[src/rtl/mem_arbiter_pkg.sv]
// Shared types and constants for the I/D-cache memory port arbiter.
package mem_arbiter_pkg;

    localparam int DEF_ADDR_W = 28;
    localparam int DEF_DATA_W = 128;

    typedef enum logic [1:0] {
        IDLE    = 2'd0,
        SERVE_I = 2'd1,
        SERVE_D = 2'd2,
        RESP    = 2'd3
    } arb_state_t;

    localparam logic GNT_I = 1'b0;
    localparam logic GNT_D = 1'b1;

    // Round-robin pick: on a tie the side that did not win last time goes next.
    function automatic logic rr_pick(input logic i_req, input logic d_req, input logic last);
        if (i_req && d_req) return ~last;
        return d_req ? GNT_D : GNT_I;
    endfunction

endpackage

[src/rtl/mem_arbiter.sv]
// Round-robin arbiter sharing one memory port between I-cache refills and
// D-cache refills/write-backs, one registered transaction at a time.
module mem_arbiter
    import mem_arbiter_pkg::*;
#(
    parameter int ADDR_W = DEF_ADDR_W,
    parameter int DATA_W = DEF_DATA_W
) (
    input  logic              clk,
    input  logic              rst_n,
    input  logic              i_read,
    input  logic [ADDR_W-1:0] i_addr,
    output logic [DATA_W-1:0] i_rdata,
    output logic              i_ready,
    input  logic              d_read,
    input  logic              d_write,
    input  logic [ADDR_W-1:0] d_addr,
    input  logic [DATA_W-1:0] d_wdata,
    output logic [DATA_W-1:0] d_rdata,
    output logic              d_ready,
    output logic              mem_read,
    output logic              mem_write,
    output logic [ADDR_W-1:0] mem_addr,
    output logic [DATA_W-1:0] mem_wdata,
    input  logic [DATA_W-1:0] mem_rdata,
    input  logic              mem_ready
);

    arb_state_t        state, state_nxt;
    logic              last_grant;
    logic              grant_r;
    logic              write_r;
    logic [ADDR_W-1:0] addr_r;
    logic [DATA_W-1:0] wdata_r;
    logic [DATA_W-1:0] rdata_r;

    logic              d_req;
    logic              grant_pick;
    logic              grant_en;
    logic              capture_en;

    assign d_req      = d_read || d_write;
    assign grant_pick = rr_pick(i_read, d_req, last_grant);

    always_ff @(posedge clk) begin
        if (!rst_n) begin
            state      <= IDLE;
            last_grant <= GNT_I;
            grant_r    <= GNT_I;
            write_r    <= 1'b0;
            addr_r     <= '0;
            wdata_r    <= '0;
            rdata_r    <= '0;
        end else begin
            state <= state_nxt;
            if (grant_en) begin
                last_grant <= grant_pick;
                grant_r    <= grant_pick;
                // A write wins over a simultaneous read; the cache re-issues the read.
                write_r    <= (grant_pick == GNT_D) && d_write;
                addr_r     <= (grant_pick == GNT_D) ? d_addr : i_addr;
                wdata_r    <= d_wdata;
            end
            if (capture_en) rdata_r <= mem_rdata;
        end
    end

    always_comb begin
        state_nxt  = state;
        grant_en   = 1'b0;
        capture_en = 1'b0;
        mem_read   = 1'b0;
        mem_write  = 1'b0;
        i_ready    = 1'b0;
        d_ready    = 1'b0;
        case (state)
            IDLE: begin
                if (i_read || d_req) begin
                    grant_en  = 1'b1;
                    state_nxt = (grant_pick == GNT_D) ? SERVE_D : SERVE_I;
                end
            end
            SERVE_I, SERVE_D: begin
                mem_read  = !write_r;
                mem_write = write_r;
                if (mem_ready) begin
                    capture_en = !write_r;
                    state_nxt  = RESP;
                end
            end
            RESP: begin
                i_ready   = (grant_r == GNT_I);
                d_ready   = (grant_r == GNT_D);
                state_nxt = IDLE;
            end
            default: state_nxt = IDLE;
        endcase
    end

    assign mem_addr  = addr_r;
    assign mem_wdata = wdata_r;
    assign i_rdata   = rdata_r;
    assign d_rdata   = rdata_r;

endmodule

[config.mk]
export PLATFORM = sky130hd
export DESIGN_NAME = mem_arbiter
export DESIGN_NICKNAME = d
export VERILOG_FILES = /design/src/rtl/mem_arbiter_pkg.sv /design/src/rtl/mem_arbiter.sv
export SDC_FILE = /design/constraint.sdc
export NUM_CORES = 1
export LEC_CHECK = 0
export ABC_AREA = 1
export ABC_CLOCK_PERIOD_IN_PS = 3630
export BUFFER_PORTS_ARGS = -buffer_cell sky130_fd_sc_hd__buf_4
export CAP_MARGIN = 20
export CORE_AREA = 2 2 284 286
export DETAILED_ROUTE_END_ITERATION = 7
export DIE_AREA = 0 0 286 288
export HOLD_SLACK_MARGIN = 0.15
export PLACE_DENSITY = 0.42
export SETUP_SLACK_MARGIN = 0.02
export SLEW_MARGIN = 40
export SYNTH_ARGS = -nofsm -noshare
export SYNTH_HDL_FRONTEND = slang
export SYNTH_SLANG_ARGS = --single-unit
[constraint.sdc]
create_clock -name clk -period 3.63 [get_ports clk]
set_input_delay 1.089 -clock clk [delete_from_list [all_inputs] [get_ports clk]]
set_output_delay 1.089 -clock clk [all_outputs]
set_load 0.01 [all_outputs]
### After elaboration in Yosys (flattened, before gate mapping)

Cells that the tools add are included.
Widths: inputs -> output; s select.

* register bits: 288

* equal/unequal tests: 5
* mux-type cells: 17
* bitwise gates (word level): 1
* reductions and logical operators: 8

Operators by type and width (count)
* $mux 28: 1
* $mux 1: 12
* $mux 2: 3
* $pmux 2 s3: 1
* $eq 2x2->1 const B: 2
* $ne 2x2->1 const B: 2
* $eq 2x1->1 const B: 1
* $logic_and 1x1->1: 2
* $logic_not 2->1: 1
* $logic_or 1x1->1: 2
* $reduce_and 2->1: 1
* $reduce_or 2->1: 1
* $logic_not 1->1: 1
* $not 1->1: 1

### Longest topological paths before layout

* depth after elaboration: 7
* gate-level depth with buffers: 9

### Least setup slack after synthesis

OpenSTA, ideal clock, no wires.

* path kind: flip-flop to output port
* start: reg state[0]
* end: out mem_read
* data arrival time: 1134 ps
* data required time: 2541 ps
* path slack: 1407 ps
* stages on the path, launching flop included: 6
* buffers on the path: 1
* cell sequence: dfxtp_1 > inv_1 > ha_1 > inv_1 > nor2_2 > clkbuf_1

* cells in the longest elaborated chain, start to end: 3
* elaborated cells on any way between the ends: 4
* those cells by class: eq/ne (2); mux (1); reduce/logical (1)

Ends and longest elaborated chain
* start, declared: line mem_arbiter.sv:29 `arb_state_t state, state_nxt;`
* start signal, assigned: line mem_arbiter.sv:55 `state <= state_nxt;`
* $eq 2x1->1 or $eq 2x2->1 (tied branches): line mem_arbiter.sv:76 `case (state)`
* $reduce_or 2->1 (*): line mem_arbiter.sv:76
* $mux 1 (*): line mem_arbiter.sv:76
* end, declared: line mem_arbiter.sv:21 `output logic mem_read,`

Every way passes the cells marked *; elsewhere a longest branch is shown, timed or not.

### Worst setup path after layout

Ends and elaborated chain as after synthesis.

==> impl_results.md <==
* Status: completed
* YS warnings at 0
* Worst setup EP type: output port
* Clk root buf: clkbuf_16
* Chip width at around 290 um
* Drt initial violations at between 300 and 400
* DRT Wirelength at about 55 mm
* Worst setup margin at 0.669 ns
* # DRC at 0
* Pwr dens at about 790 nW/um2
* Num CTS Buffers at 37
* Global-route wire length before repair at 78.3 mm
* Slew HR at roughly half
* Antenna viol nets, final at 0
* # setup viols final at 0
* Hold_buf cts at 0
* Final net count at 2475
* Synth-to-Final Area Change at 59.4%
* Die Ht at between 200 and 300 um
* Post-synth top area cell: dfxtp_1
* CTS clk-pin slew, worst paths at roughly 0.060 ns
* Final Max Slew Viols at 0
* Rows at 104
* Core ar. at between 70000 and 80000 um2
* Global route total overflow at 0
* Layout cell share with drive strength beyond 1 at roughly 38%
* Final Core Density at 23.6%
* Clk_lat worst skew at 0.54 ns
* Initial antenna violation count at 10
* Crit path DAT at 1.87 ns
* Pin count of the biggest net entering global routing at ~120
* Synth Area per Inst at between 7 and 8 um2
* Final period util at between 80% and 90%
* Final Hold Viols at 0
* Cell variety after synth at 20
* Dpl ws at between 0.8 and 0.9 ns
* Post-CTS Setup Repair Bufs at 0
* Syn nets at 1917
* DIE AREA at just over 80000 um2
* Register area share after synthesis at 48.9%
* Worst-Margin Slew at about 0.77 ns
* Commonest non-fill, non-tap cell in the layout: buf_4
* GRT Total Usage at about 13%
* Port buffer count at between 700 and 800
* Synth Instances at about 1600
* WS Path Type: register to output port
* Clock Skews at between 0.015 and 0.02 ns
* Crit Path Max Fanout at 4
* #FFs+latches synth at 288
* Setup tns final at 0 ns
* Most frequent cells in the layout: buf_4, nor2_1, dfxtp_1
* Synth top area share at ~49%
* Gpl congestion at between 0.7 and 0.8
* RSZ-0062 raised after global routing: no
* Worst setup SP type: register
* Via-per-instance ratio at 3.80
* H-tree levels at 2
* Ranking of synthesized cells by area: dfxtp_1, nor2_1, buf_4
* CTS resizes at 0
* Drt pass-1 iters at 4
* Synthesized area at about 12000 um2
* CTS tree: done
* Leak pwr at 0.00883 uW
* Hold/Removal Path Class: register to register
* Worst vdd ir at 0.450 mV
* Vias in the first global route at 12218
* Minimum clock period at 2.96 ns
* Fmax at 338 MHz
* Max Cap Violations at 0
* Via Count at approximately 12000
* CTS sink cnt at roughly 290
* IO Pins at about 730
* Initial Util at between 10% and 20%
* WHS at around 0.48 ns
* Drt wl/cell at around 17 um
* Required time of the critical path at roughly 2.5 ns
* Hpwl dp at 42.6 mm
* Clock Tree Buf Depth at 3
-- report_power, final --
part / leakage, uW / internal (uW) / total (uW) / switching, uW
Sequential: 0.00237 / 4140 / 4860 / 717
Clock: 0.000651 / 2550 / 4030 / 1480
Combinational: 0.00580 / 2550 / 5890 / 3340
Total: 0.00883 / 9240 / 14800 / 5540
-- critical path, stage by stage (launching register included) --
cell     delay [ns]
dfxtp_1        0.34
inv_1          0.07
ha_1           0.32
inv_1          0.08
nor2_4         0.32
buf_4          0.20
-- cell type report --
| class | count | area, um2 |
|---|---|---|
| Antenna cell | 3 | 7.51 |
| Tap cell | 1060 | 1330 |
| Sequential cell | 288 | 5770 |
| Clock inverter | 13 | 228 |
| Inverter | 67 | 254 |
| Clock buffer | 53 | 1110 |
| Multi-Input combinational cell | 1001 | 4320 |
| Fill cell | 8951 | 60800 |
| Timing Repair Buffer | 760 | 5780 |
-- synthesized netlist by cell type --
cell type	instances
nand2_2	1
nand3_1	130
nor2_2	1
o21ai_0	87
dfxtp_1	288
nor2_4	1
buf_4	135
clkbuf_1	49
or2_2	1
clkbuf_2	11
buf_2	40
a21oi_4	1
buf_1	5
buf_6	1
o21ai_1	42
nor2_1	347
nand2_1	259
ha_1	2
inv_1	67
a21oi_1	129
-- registers in the layout, indices dropped and copies added (netlist names) --
signal and flops:
d_rdata 128, mem_wdata 128, mem_addr 28, state 2
grant_r 1, write_r 1
-- routing by layer --
layer	track usage, %	vias up	routed length [um]
li1	-	6058	-
met1	12.5	5666	19500
met2	23.6	520	28700
met3	5.02	80	5420
met4	4.46	12	1690
met5	0	-	72
-- cell families (layout without fill, tap and decap cells) --
logic type / after synthesis / count (layout) / share of synthesized area, %
buffers and inverters: 308 / 893 / 14.7
AND/OR/NAND/NOR: 740 / 740 / 25.1
AO/OA/AOI/OAI: 259 / 259 / 11.1
adder cells (fa/ha/maj): 2 / 2 / 0.212
other: 0 / 3 / 0
flip-flops: 288 / 288 / 48.9
-- metrics by stage --
stage | cell area (um2) | total power (uW) | instances
3_3_place_gp | 17400 | 10900 | 3176
5_1_grt | 18800 | 15800 | 3244
6_report | 18800 | 14800 | 3245
4_1_cts | 18800 | 15100 | 3242
3_5_place_dp | 17400 | 11000 | 3176
2_1_floorplan | 11800 | 8020 | 1597
-- final timing paths --
kind | start | endpoint | slack, ns | depth (start not counted)
setup / recovery | state[0] | mem_read | 0.67 | 5
hold / removal | d_rdata[100] | d_rdata[100] | 0.48 | 2
setup reg to reg | state[0] | d_rdata[25] | 1.27 | 8
hold reg to reg | d_rdata[100] | d_rdata[100] | 0.48 | 2
Note: power is estimated with default switching activity, not from simulation.
